File: config.mk
export PLATFORM = sky130hd
export DESIGN_NAME = mem_access_unit
export DESIGN_NICKNAME = d
export VERILOG_FILES = /design/src/rtl/mem_access_unit.sv
export SDC_FILE = /design/constraint.sdc
export NUM_CORES = 1
export LEC_CHECK = 0
export ABC_AREA = 1
export CORE_MARGIN = 5
export CORE_UTILIZATION = 35
export CTS_CLUSTER_SIZE = 28
export DETAILED_ROUTE_END_ITERATION = 12
export PLACE_DENSITY = 0.75
export SYNTH_ARGS = -nofsm -noshare
export SYNTH_HDL_FRONTEND = slang
export SYNTH_SLANG_ARGS = --single-unit
File: constraint.sdc
create_clock -name clk -period 1.6 [get_ports clk]
set_input_delay 0.32 -clock clk [delete_from_list [all_inputs] [get_ports clk]]
set_output_delay 0.32 -clock clk [all_outputs]
set_load 0.05 [all_outputs]
File: src/rtl/mem_access_unit.sv
// -----------------------------------------------------------------------------
// mem_access_unit
//
// MEM-stage consumer of the EXE/MEM pipeline register. Memory ops (stores, and
// loads marked by in_wsrc == WSRC_MEM) are issued to a variable-latency data
// memory over a req/ack handshake. Upstream is stalled while an access is
// outstanding. Non-memory ops pass through with one cycle of latency.
//
// Optional feature: define MEM_TIMEOUT_EN to abort an access that sees no
// mem_ack within TIMEOUT_CYCLES busy cycles. The aborted op completes with
// out_err=1 and out_regwe=0. Without the macro, BUSY waits indefinitely and
// out_err is tied to 0.
//
// Ports
//   clk, rst                      clock; synchronous active-low reset
//   in_valid/in_we/in_wsrc        op present, store enable, write-back source
//   in_alures/in_wdata            ALU result (also byte address), store data
//   in_wreg/in_regwe              destination register and its write enable
//   stall                         upstream must hold its register while 1
//   mem_req/mem_we/mem_addr/
//   mem_wdata                     memory request, held stable while busy
//   mem_ack/mem_rdata             completion strobe and read data
//   out_valid                     one-cycle pulse: out_* fields are valid
//   out_rdata/out_alures/out_wreg/
//   out_regwe/out_wsrc/out_err    registered results for MEM/WB
// -----------------------------------------------------------------------------
module mem_access_unit #(
    parameter int                 WSRC_W         = 2,
    parameter logic [WSRC_W-1:0]  WSRC_MEM       = WSRC_W'(1),
    parameter int                 TIMEOUT_CYCLES = 255
) (
    input  logic              clk,
    input  logic              rst,
    input  logic              in_valid,
    input  logic              in_we,
    input  logic [WSRC_W-1:0] in_wsrc,
    input  logic [31:0]       in_alures,
    input  logic [31:0]       in_wdata,
    input  logic [4:0]        in_wreg,
    input  logic              in_regwe,
    output logic              stall,
    output logic              mem_req,
    output logic              mem_we,
    output logic [31:0]       mem_addr,
    output logic [31:0]       mem_wdata,
    input  logic              mem_ack,
    input  logic [31:0]       mem_rdata,
    output logic              out_valid,
    output logic [31:0]       out_rdata,
    output logic [31:0]       out_alures,
    output logic [4:0]        out_wreg,
    output logic              out_regwe,
    output logic [WSRC_W-1:0] out_wsrc,
    output logic              out_err
);

    localparam logic [0:0] S_IDLE = 1'b0;
    localparam logic [0:0] S_BUSY = 1'b1;

    logic [0:0]        state_q,      state_d;
    logic              mem_req_q,    mem_req_d;
    logic              mem_we_q,     mem_we_d;
    logic [31:0]       mem_addr_q,   mem_addr_d;
    logic [31:0]       mem_wdata_q,  mem_wdata_d;
    logic              out_valid_q,  out_valid_d;
    logic [31:0]       out_rdata_q,  out_rdata_d;
    logic [31:0]       out_alures_q, out_alures_d;
    logic [4:0]        out_wreg_q,   out_wreg_d;
    logic              out_regwe_q,  out_regwe_d;
    logic [WSRC_W-1:0] out_wsrc_q,   out_wsrc_d;
    logic              is_mem_op;

`ifdef MEM_TIMEOUT_EN
    localparam int CNT_W = ($clog2(TIMEOUT_CYCLES + 1) > 8) ? $clog2(TIMEOUT_CYCLES + 1) : 8;
    logic [CNT_W-1:0]  cnt_q,        cnt_d;
    logic              out_err_q,    out_err_d;
`endif

    // Store wins over load when both in_we and the load source are set.
    assign is_mem_op = in_we || (in_wsrc == WSRC_MEM);

    always_comb begin
        // NOTE: every _d gets a default (hold) first, so no path leaves a
        // signal unassigned and no latch is inferred.
        state_d      = state_q;
        mem_req_d    = mem_req_q;
        mem_we_d     = mem_we_q;
        mem_addr_d   = mem_addr_q;
        mem_wdata_d  = mem_wdata_q;
        out_valid_d  = 1'b0;
        out_rdata_d  = out_rdata_q;
        out_alures_d = out_alures_q;
        out_wreg_d   = out_wreg_q;
        out_regwe_d  = out_regwe_q;
        out_wsrc_d   = out_wsrc_q;
`ifdef MEM_TIMEOUT_EN
        cnt_d        = cnt_q;
        out_err_d    = out_err_q;
`endif

        case (state_q)
            S_IDLE: begin
                // mem_ack is deliberately not looked at here: stray acks are dropped.
                if (in_valid) begin
                    out_alures_d = in_alures;
                    out_wreg_d   = in_wreg;
                    out_regwe_d  = in_regwe;
                    out_wsrc_d   = in_wsrc;
                    if (is_mem_op) begin
                        mem_req_d   = 1'b1;
                        mem_we_d    = in_we;
                        mem_addr_d  = in_alures;
                        mem_wdata_d = in_wdata;
                        state_d     = S_BUSY;
`ifdef MEM_TIMEOUT_EN
                        cnt_d       = '0;
`endif
                    end else begin
                        out_valid_d = 1'b1;
                        out_rdata_d = 32'h0;
`ifdef MEM_TIMEOUT_EN
                        out_err_d   = 1'b0;
`endif
                    end
                end
            end
            default: begin  // S_BUSY: request fields stay put, in_* ignored
                if (mem_ack) begin
                    mem_req_d   = 1'b0;
                    out_rdata_d = mem_we_q ? 32'h0 : mem_rdata;
                    out_valid_d = 1'b1;
                    state_d     = S_IDLE;
`ifdef MEM_TIMEOUT_EN
                    out_err_d   = 1'b0;
                end else if (cnt_q == CNT_W'(TIMEOUT_CYCLES - 1)) begin
                    // cnt_q counts completed busy cycles, so this is the
                    // TIMEOUT_CYCLES-th cycle with mem_req high and no ack.
                    mem_req_d   = 1'b0;
                    out_rdata_d = 32'h0;
                    out_regwe_d = 1'b0;
                    out_valid_d = 1'b1;
                    out_err_d   = 1'b1;
                    state_d     = S_IDLE;
                end else begin
                    cnt_d       = cnt_q + 1'b1;
`endif
                end
            end
        endcase
    end

    always_ff @(posedge clk) begin
        if (!rst) begin
            state_q      <= S_IDLE;
            mem_req_q    <= 1'b0;
            mem_we_q     <= 1'b0;
            mem_addr_q   <= 32'h0;
            mem_wdata_q  <= 32'h0;
            out_valid_q  <= 1'b0;
            out_rdata_q  <= 32'h0;
            out_alures_q <= 32'h0;
            out_wreg_q   <= 5'h0;
            out_regwe_q  <= 1'b0;
            out_wsrc_q   <= '0;
`ifdef MEM_TIMEOUT_EN
            cnt_q        <= '0;
            out_err_q    <= 1'b0;
`endif
        end else begin
            // NOTE: non-blocking assignments so every flop samples the
            // pre-edge value of its _d, independent of statement order.
            state_q      <= state_d;
            mem_req_q    <= mem_req_d;
            mem_we_q     <= mem_we_d;
            mem_addr_q   <= mem_addr_d;
            mem_wdata_q  <= mem_wdata_d;
            out_valid_q  <= out_valid_d;
            out_rdata_q  <= out_rdata_d;
            out_alures_q <= out_alures_d;
            out_wreg_q   <= out_wreg_d;
            out_regwe_q  <= out_regwe_d;
            out_wsrc_q   <= out_wsrc_d;
`ifdef MEM_TIMEOUT_EN
            cnt_q        <= cnt_d;
            out_err_q    <= out_err_d;
`endif
        end
    end

    // stall comes straight from the state flop, never from inputs.
    assign stall      = (state_q == S_BUSY);
    assign mem_req    = mem_req_q;
    assign mem_we     = mem_we_q;
    assign mem_addr   = mem_addr_q;
    assign mem_wdata  = mem_wdata_q;
    assign out_valid  = out_valid_q;
    assign out_rdata  = out_rdata_q;
    assign out_alures = out_alures_q;
    assign out_wreg   = out_wreg_q;
    assign out_regwe  = out_regwe_q;
    assign out_wsrc   = out_wsrc_q;
`ifdef MEM_TIMEOUT_EN
    assign out_err    = out_err_q;
`else
    assign out_err    = 1'b0;
`endif

endmodule

==> run summary, run 1 <==
min Tclk post-route: 1.53 ns
detailed-placement wirelength estimate: 11.6 mm
clk sinks: 140
LEAKAGE: 3.66 nW
top cells by area, synth: dfxtp_1 (54%), nor2_1 (12%), o21ai_0 (6.5%)
worst reg2reg path depth: 6
Initial Util: 35.8%
first-pass iteration count of the detailed router: 5
synth warn: 0
Hold WC Path Type: in2reg
core area: 14500 um^2
R2R setup slack: 0.31 ns
Critical Path Fanout Max: 33
ys async rst share: 0%
Worst Path Arrival: 1.21 ns
vias in the first global route: 4815
Ports: 250
worst hold slack: 0.258 ns
outcome: completed
routability-driven placement congestion ratio: 0.786
layout cells sized above 1: 23.4%
RSZ-0062 raised after global routing: false
Routed Antenna Nets: 0
leading area contributor after synthesis: dfxtp_1
synthesized flop and latch total: 140
initial antenna violation count: 1
Max clock buf depth: 2
worst reg2reg endpoint: mem_wdata[17]
max-cap check violation count: 0
Hold Path Stages: 3
Setup Crit Path Kind: reg2out
largest net degree at the start of global routing: 82
skew final: 0.00814 ns
routed len/inst: 15.3 um
# rows: 44
Final Max Tran Viols: 0
Clock Pin Slew Worst Setup and Hold Paths: 0.06 ns
Vias/cell: 4.85
Mapped Area: 5200 um^2
EDFF count, synth: 0
drc violations: 0
Avg Inst Size Synth: 8.29 um^2
Power Total: 9.72 mW
final core utilization: 55.9%
Post-CTS Hold Buffers: 0
Sw Pwr: 3.04 mW
die width: 132 um
routed vias: 5170
Netlist cell types: 20
worst slack, placed: -0.177 ns
register area: 2800 um^2
Die Ht: 132 um
switching share of total power: 31.3%
Pwr Density: 1200 nW/um^2
port bufs: 248
final net count: 978
WHS Endpoint: out_wreg[4]
Layout area overhead: 56.4%
Routed WL: 16.3 mm
top-count cell post-synth: nor2_1
Clock Power Share: 36.9%
Die Area: 17400 um^2
VDD IR max: 0.000701 V
fillcell total: 1323
Final Cycle Share: 95.8%
worst setup margin: 0.0675 ns
placed instance count: 1034
Max Freq: 0.653 GHz
ys flop type: dfxtp_1
Overall Global Routing Usage: 18.4%
Mapped Cells: 627
first-pass GRT wire length: 26.1 mm
diode count: 0
CP Data Required Time: 1.28 ns
Crit. End Element: output pin
CTS tree: yes
min-delay src: rst
Worst R2R Start: stall
clk root buf: clkbuf_16
Worst setup SP type: flip-flop
DRT iter0 DRCs: 312
htree depth: 4
multi-input logic area: 1930 um^2
Yosys top cell area share: 53.9%
post-synthesis net count: 736
sequential share of power: 39.8%
Non-Filler Instances: 1065
number of buffers created by CTS: 17
commonest cells in the netlist: nor2_1 (170), dfxtp_1 (140), o21ai_0 (67)
Hold Vio Cnt, Final: 0
clock latency at the later pin of the worst-skew pair: 0.41 ns
total congestion overflow: 0
Final setup viols: 0
Logic pwr share: 23.3%
sequential fraction of the synthesis area: 53.9%
internal power: 6.68 mW
==> per-stage QoR <==
stage / area, um^2 / setup TNS [ns]
detailed placement: 7570 / -11.57
finish: 8130 / 0
global route: 8130 / 0
CTS: 8120 / 0
global placement: 7570 / -8.44
floorplan: 5200 / 0
==> worst max-delay path by stage <==
stage / from / slack, ns / cells after the start / end
after CTS: stall / 0.0002 / 2 / stall
after global placement: in_wsrc[1] / -0.13 / 9 / stall
after detailed placement: in_wsrc[1] / -0.18 / 9 / mem_wdata[17]
after global routing: stall / 0.02 / 2 / stall
final: stall / 0.07 / 2 / stall
after floorplan: stall / 0.14 / 7 / out_rdata[22]
==> cells in the final DEF, fill, tap and decap left out, drive strengths merged, types with 20 or more instances in the layout <==
cell type and count:
o211a 20, clkbuf 21, clkdlybuf4s50 107, dfxtp 140, nand4 30, buf 170, nand2 27, inv 29
nor2 171, nand3 35, o21ai 84, a21oi 36
==> power by group through the flow <==
stage | clock (mW) | combinational (mW) | sequential (mW)
finish | 3.58 | 2.27 | 3.87
global route | 3.85 | 2.41 | 3.89
CTS | 3.68 | 2.28 | 3.87
detailed placement | 0 | 2.28 | 3.94
global placement | 0 | 2.26 | 3.93
floorplan | 0 | 0.574 | 4.77
==> layout make-up <==
class / count / area share [%]
clock buffer: 21 / 5.91
clock inverter: 10 / 0.816
inverter: 29 / 1.34
multi-input combinational: 404 / 23.8
sequential: 140 / 34.5
tap: 184 / 2.83
timing repair buffer: 277 / 30.8
==> worst max-delay path: stages (launching register included) <==
cell and delay, ns:
dfxtp_1 0.41, buf_12 0.22, buf_12 0.16
==> layer usage <==
layer / GRT usage (%) / share of wire, % / vias to the layer above
li1: - / - / 2560
met1: 22.2 / 41 / 2369
met2: 29.6 / 49 / 210
met3: 7.37 / 8.6 / 29
met4: 6.51 / 2.0 / 2
met5: 0 / 0.067 / -
==> flip-flops by register name, summed over array words and instances, names as in the netlist <==
signal	cells
out_wsrc	2
stall	1
out_rdata	32
mem_req	1
mem_wdata	32
out_regwe	1
out_valid	1
out_alures	32
mem_we	1
out_wreg	5
mem_addr	32
==> what timing repair did <==
action,CTS,global route
gates resized for setup,1,2
endpoints found under the setup margin,1,1
pin swaps,0,0
buffers inserted,0,0
==> cell families (layout without fill, tap and decap cells) <==
group,count (synthesis),count (layout),synth area share [%]
flip-flops,140,140,53.9
AND/OR/NAND/NOR,263,263,21.7
buffers and inverters,83,337,8.90
AO/OA/AOI/OAI,140,140,15.4
other,1,1,0.0721
(Power assumes the default switching activity.)
==> run 2, diff against run 1 <==
--- a/config.mk
+++ b/config.mk
@@ -8,6 +8,7 @@
 export ABC_AREA = 1
 export CORE_MARGIN = 5
 export CORE_UTILIZATION = 35
+export CTS_BUF_LIST = sky130_fd_sc_hd__clkbuf_4 sky130_fd_sc_hd__clkbuf_8
 export CTS_CLUSTER_SIZE = 28
 export DETAILED_ROUTE_END_ITERATION = 12
 export PLACE_DENSITY = 0.75
==> run 2 against run 1 <==
  * Utilization fell by 1.3 points
  * Clock power decreased by 29%
  * Cell area down 2.3%
  * Critical path depth did not move
  * Final cell count unchanged
  * Sequential power about the same
  * Non-clock buffer count unchanged
  * Global-route usage fell by 0.25 points
  * Combinational power barely moved
  * Register-to-register slack better by 0.03 ns
  * Critical path type unchanged
  * Largest power group unchanged
==> run summary, run 2 (synthesis gave the netlist of run 1 again) <==
outcome: completed (unchanged)
Die Ht: 132 um (unchanged)
Initial Util: 35.8% (unchanged)
Setup Crit Path Kind: reg2out (unchanged)
Worst Path Arrival: 1.17 ns (was 1.21 ns)
Vias/cell: 4.84 (was 4.85)
Hold Path Stages: 3 (unchanged)
final net count: 978 (unchanged)
Most common cell on crit path: buf_12 (unchanged)
Logic pwr share: 26.1% (was 23.3%)
Clock Power Share: 29.4% (was 36.9%)
total congestion overflow: 0 (unchanged)
Routed WL: 16.2 mm (was 16.3 mm)
routed len/inst: 15.2 um (was 15.3 um)
VDD IR max: 0.000642 V (was 0.000701 V)
min-delay src: rst (unchanged)
RSZ-0062 raised after global routing: false (unchanged)
Layout area overhead: 52.7% (was 56.4%)
initial antenna violation count: 1 (unchanged)
worst reg2reg path depth: 5 (was 6)
Power Total: 8.67 mW (was 9.72 mW)
worst slack, placed: -0.177 ns (unchanged)
commonest non-fill, non-tap cell in the layout: nor2_1 (unchanged)
number of buffers created by CTS: 17 (unchanged)
fillcell total: 1352 (was 1323)
switching share of total power: 33.5% (was 31.3%)
Ports: 250 (unchanged)
routed vias: 5151 (was 5170)
Crit. End Element: output pin (unchanged)
commonest cells after routing, fill and taps aside: nor2_1 (170), buf_4 (156), dfxtp_1 (139) (was nor2_1 (170), buf_4 (156), dfxtp_1 (140))
Worst R2R Start: stall (unchanged)
CP Data Required Time: 1.28 ns (about the same)
Clock Pin Slew Worst Setup and Hold Paths: 0.08 ns (was 0.06 ns)
routability-driven placement congestion ratio: 0.786 (unchanged)
CTS tree: yes (unchanged)
CP peak stage delay: 0.38 ns (was 0.41 ns)
Final Cycle Share: 93.3% (was 95.8%)
core area: 14500 um^2 (unchanged)
clock latency at the later pin of the worst-skew pair: 0.44 ns (was 0.41 ns)
Worst setup SP type: flip-flop (unchanged)
sequential share of power: 44.5% (was 39.8%)
Max Freq: 0.670 GHz (was 0.653 GHz)
Top delay family on crit path: flip-flops (unchanged)
DRT iter0 DRCs: 289 (was 312)
clk sinks: 140 (unchanged)
Sw Pwr: 2.91 mW (was 3.04 mW)
M1 GR Usage: 21.8% (was 22.2%)
max-cap check violation count: 0 (unchanged)
Pwr Density: 1090 nW/um^2 (was 1200 nW/um^2)
layout cells sized above 1: 23.5% (was 23.4%)
internal power: 5.77 mW (was 6.68 mW)
clk root buf: clkbuf_8 (was clkbuf_16)
worst setup margin: 0.107 ns (was 0.0675 ns)
# rows: 44 (unchanged)
Hold Vio Cnt, Final: 0 (unchanged)
global routing's busiest layer: met2 (unchanged)
skew final: 0.0124 ns (was 0.00814 ns)
port bufs: 248 (unchanged)
first-pass GRT wire length: 25.8 mm (was 26.1 mm)
global routing usage on met3: 7.56% (was 7.37%)
CP bufs+invs: 2 (unchanged)
Die Area: 17400 um^2 (unchanged)
min Tclk post-route: 1.49 ns (was 1.53 ns)
vias in the first global route: 4766 (was 4815)
Post-CTS Hold Buffers: 0 (unchanged)
largest net degree at the start of global routing: 82 (unchanged)
CP max-delay cell: dfxtp_2 (was dfxtp_1)
Hold WC Path Type: in2reg (unchanged)
detailed-placement wirelength estimate: 11.6 mm (unchanged)
Routed Antenna Nets: 0 (unchanged)
worst hold slack: 0.229 ns (was 0.258 ns)
htree depth: 4 (unchanged)
CP Depth: 2 (unchanged)
Max clock buf depth: 2 (unchanged)
Final setup viols: 0 (unchanged)
Worst Setup SP: stall (unchanged)
diode count: 0 (unchanged)
Critical Path Fanout Max: 33 (unchanged)
CP cell instances: buf_12, buf_12 (unchanged)
Final Max Tran Viols: 0 (unchanged)
LEAKAGE: 3.58 nW (was 3.66 nW)
die width: 132 um (unchanged)
drc violations: 0 (unchanged)
Overall Global Routing Usage: 18.1% (was 18.4%)
first-pass iteration count of the detailed router: 5 (unchanged)
met2 Use GR: 29.3% (was 29.6%)
[run 2: cell types whose count changed in the layout (fill, tap and decap cells not counted)]
cell | before | now
clkbuf_16 | 17 | 0
clkbuf_8 | 4 | 21
dfxtp_1 | 140 | 139
dfxtp_2 | 0 | 1
[run 2: worst register-to-register path, cell delays in order, from the launching register on]
cell and delay (ns):
dfxtp_2 0.35, nor2_4 0.18, buf_4 0.29, nand2_1 0.11
o21ai_0 0.18, nor2_1 0.05
[run 2: power by group through the flow]
stage	sequential [mW]	clock (mW)	combinational, mW
final	3.86	2.55	2.27
after global routing	3.89	2.80	2.41
after CTS	3.86	2.63	2.29
after detailed placement	3.94	0	2.28
after global placement	3.93	0	2.26
after floorplan	4.77	0	0.574
[run 2: routing by layer]
layer	part of all wire, %	wire length, um
met3	7.7	1250
met2	48	7780
met4	2.1	342
met1	42	6830
met5	0.068	11
[run 2: final cells by class]
type / instances / area [um^2] / area share, %
sequential: 140 / 2800 / 35.3
multi-input combinational: 404 / 1930 / 24.3
clock buffer: 21 / 289 / 3.64
clock inverter: 10 / 66.3 / 0.835
inverter: 29 / 109 / 1.37
tap: 184 / 230 / 2.90
timing repair buffer: 277 / 2510 / 31.6
[run 2: worst paths after layout]
check,slack [ns],endpoint
max,0.11,stall
min,0.23,out_wreg[4]
max reg2reg,0.34,mem_addr[17]
min reg2reg,0.48,mem_req
[run 2: repair_timing]
item / 4_1_cts / 5_1_grt
resized for setup: 3 / 1
endpoints found under the setup margin: 1 / 1
buffers inserted: 0 / 0
pin swaps: 0 / 0
[run 2: metrics by stage]
| stage | instance area (um^2) | instances | utilization (%) | TNS (ns) |
|---|---|---|---|---|
| 2_1_floorplan | 5200 | 627 | - | 0 |
| 3_3_place_gp | 7570 | 1034 | 52.1 | -8.44 |
| 3_5_place_dp | 7570 | 1034 | 52.1 | -11.57 |
| 4_1_cts | 7940 | 1065 | 54.6 | 0 |
| 5_1_grt | 7940 | 1065 | 54.6 | 0 |
| 6_report | 7940 | 1065 | 54.6 | 0 |
==> run 3, diff against run 2 <==
--- a/config.mk
+++ b/config.mk
@@ -5,7 +5,6 @@
 export SDC_FILE = /design/constraint.sdc
 export NUM_CORES = 1
 export LEC_CHECK = 0
-export ABC_AREA = 1
 export CORE_MARGIN = 5
 export CORE_UTILIZATION = 35
 export CTS_BUF_LIST = sky130_fd_sc_hd__clkbuf_4 sky130_fd_sc_hd__clkbuf_8
==> run 3 against run 2 <==
  * Hold slack improved by 0.17 ns
  * Clock power rose by 7%
  * Final cell count fell by 7.8%
  * Largest power group unchanged
  * First-iteration DRC count fell by 23%
  * Clock-buffer cell count fell by 4
  * Combinational power fell by 19%
==> run summary, run 3 <==
max-cap check violation count: 0 (unchanged)
fin area: 7970 um^2 (was 7940 um^2)
final core utilization: 54.9% (was 54.6%)
ys flop type: dfxtp_1 (unchanged)
final net count: 894 (was 978)
top-count cell post-synth: nand2_1 (was nor2_1)
Vias/cell: 4.69 (was 4.84)
R2R setup slack: 0.19 ns (was 0.34 ns)
Initial Util: 35.6% (was 35.8%)
commonest non-fill, non-tap cell in the layout: nand2_1 (was nor2_1)
synthesized flop and latch total: 140 (unchanged)
initial antenna violation count: 0 (was 1)
top cells by area, synth: dfxtp_1 (54%), nand2_1 (15%), mux2i_1 (12%) (was dfxtp_1 (54%), nor2_1 (12%), o21ai_0 (6.5%))
first-pass GRT wire length: 24.6 mm (was 25.8 mm)
sequential fraction of the synthesis area: 54.1% (was 53.9%)
detailed-placement wirelength estimate: 11.3 mm (was 11.6 mm)
port bufs: 248 (unchanged)
total congestion overflow: 0 (unchanged)
largest net degree at the start of global routing: 51 (was 82)
clk root buf: clkbuf_8 (unchanged)
Worst Path Arrival: 1.73 ns (was 1.17 ns)
routed vias: 4609 (was 5151)
DRT iter0 DRCs: 222 (was 289)
Hold Vio Cnt, Final: 0 (unchanged)
leading area contributor after synthesis: dfxtp_1 (unchanged)
synth warn: 0 (unchanged)
final setup TNS: 0 ns (unchanged)
number of buffers created by CTS: 17 (unchanged)
worst hold slack: 0.397 ns (was 0.229 ns)
Worst R2R Start: stall (unchanged)
Mapped Cells: 545 (was 627)
first-pass iteration count of the detailed router: 4 (was 5)
Crit. End Element: flip-flop (was output pin)
Overall Global Routing Usage: 17.1% (was 18.1%)
CP Data Required Time: 1.92 ns (was 1.28 ns)
Ports: 250 (unchanged)
Layout area overhead: 54.0% (was 52.7%)
Final Max Tran Viols: 0 (unchanged)
skew final: 0.00486 ns (was 0.0124 ns)
Hold WC Path Type: in2reg (unchanged)
Placed Area: 7590 um^2 (was 7570 um^2)
EDFF count, synth: 0 (unchanged)
outcome: completed (unchanged)
# rows: 44 (unchanged)
Yosys top cell area share: 54.1% (was 53.9%)
htree depth: 4 (unchanged)
commonest cells after routing, fill and taps aside: nand2_1 (210), buf_4 (146), dfxtp_1 (139) (was nor2_1 (170), buf_4 (156), dfxtp_1 (139))
diode count: 0 (unchanged)
fillcell total: 1309 (was 1352)
Die Ht: 132 um (about the same)
Final setup viols: 0 (unchanged)
Worst setup SP type: primary input (was flip-flop)
Critical Path Fanout Max: 32 (was 33)
VDD IR max: 0.000458 V (was 0.000642 V)
Clock Pin Slew Worst Setup and Hold Paths: 0.08 ns (about the same)
CTS tree: yes (unchanged)
post-synthesis net count: 654 (was 736)
commonest cells in the netlist: nand2_1 (210), dfxtp_1 (140), mux2i_1 (64) (was nor2_1 (170), dfxtp_1 (140), o21ai_0 (67))
clk sinks: 140 (unchanged)
Final Cycle Share: 88.3% (was 93.3%)
clock latency at the later pin of the worst-skew pair: 0.42 ns (was 0.44 ns)
Routed WL: 15.1 mm (was 16.2 mm)
LEAKAGE: 3.44 nW (was 3.58 nW)
routability-driven placement congestion ratio: 0.781 (was 0.786)
Pwr Density: 1050 nW/um^2 (was 1090 nW/um^2)
min Tclk post-route: 1.41 ns (was 1.49 ns)
Max Freq: 0.708 GHz (was 0.670 GHz)
Avg Inst Size Synth: 9.50 um^2 (was 8.29 um^2)
worst slack, placed: -0.256 ns (was -0.177 ns)
die width: 132 um (about the same)
drc violations: 0 (unchanged)
Netlist cell types: 19 (was 20)
worst setup margin: 0.187 ns (was 0.107 ns)
ys async rst share: 0% (unchanged)
Setup Crit Path Kind: in2reg (was reg2out)
Routed Antenna Nets: 0 (unchanged)
multi-input logic area: 2150 um^2 (was 1930 um^2)
register area: 2800 um^2 (unchanged)
RSZ-0062 raised after global routing: false (unchanged)
Worst Setup SP: in_wsrc[0] (was stall)
min-delay src: rst (unchanged)
Mapped Area: 5180 um^2 (was 5200 um^2)
vias in the first global route: 4822 (was 4766)
routed len/inst: 15.3 um (was 15.2 um)
core area: 14500 um^2 (unchanged)
Max clock buf depth: 2 (unchanged)
Die Area: 17300 um^2 (was 17400 um^2)
Post-CTS Hold Buffers: 0 (unchanged)
layout cells sized above 1: 24.6% (was 23.5%)
postcts setup bufs: 0 (unchanged)
Resize count post-CTS: 0 (was 3)
run 3: cell types whose count changed in the layout (fill, tap and decap cells not counted), sizes merged, moves of 12 or more:
cell	before	now
nand2	27	210
nor2	171	0
o21ai	84	1
mux2i	0	64
a21boi	0	40
a21oi	36	0
nand3	35	1
a22o	0	32
nand4	30	0
inv	29	1
o211a	20	0
buf	170	158
run 3: cells by family (layout without fill, tap and decap cells):
group	after synthesis	in the layout	synth area share (%)
DFF	140	140	54.1
and+or+nand+nor	218	218	16.3
other	1	1	0.0724
AOI/OAI and AO/OA	78	78	12.3
buffers and inverters	44	297	4.86
muxes	64	64	12.4
run 3: metrics by stage:
stage               power [mW]  instances
global route              8.77        982
CTS                       8.49        982
floorplan                 4.96        545
finish                    8.36        982
global placement          5.69        950
detailed placement        5.72        950
run 3: path summary, 6_finish.rpt:
path,end,cells after the start
max,out_rdata[17],5
min,out_alures[7],3
max reg2reg,out_rdata[17],3
min reg2reg,mem_addr[13],2
run 3: where the power goes:
part / internal, mW / switching, mW
sequential: 3.67 / 0.115
combinational: 0.722 / 1.11
clock: 1.38 / 1.36
total: 5.77 / 2.59
run 3: critical path: stages:
cell	delay, ns
clkdlybuf4s50_1	0.42
nor2b_1	0.16
buf_4	0.14
o311a_4	0.44
a22o_1	0.23
run 3: cell type report:
class,instances,share of cell area (%)
well taps,184,2.89
clock buffers,17,2.93
multi-input cells,361,26.9
clock inverters,15,1.88
repair buffers,265,30.2
flip-flops and latches,140,35.2
run 3: routing by layer:
| layer | vias up | wire length, um | part of all wire, % | GRT usage, % |
|---|---|---|---|---|
| met3 | 25 | 1030 | 6.8 | 6.27 |
| met4 | 0 | 349 | 2.3 | 6.40 |
| met2 | 173 | 7420 | 49 | 28.8 |
| li1 | 2271 | - | - | - |
| met1 | 2140 | 6270 | 42 | 20.0 |
| met5 | - | 0 | 0 | 0 |
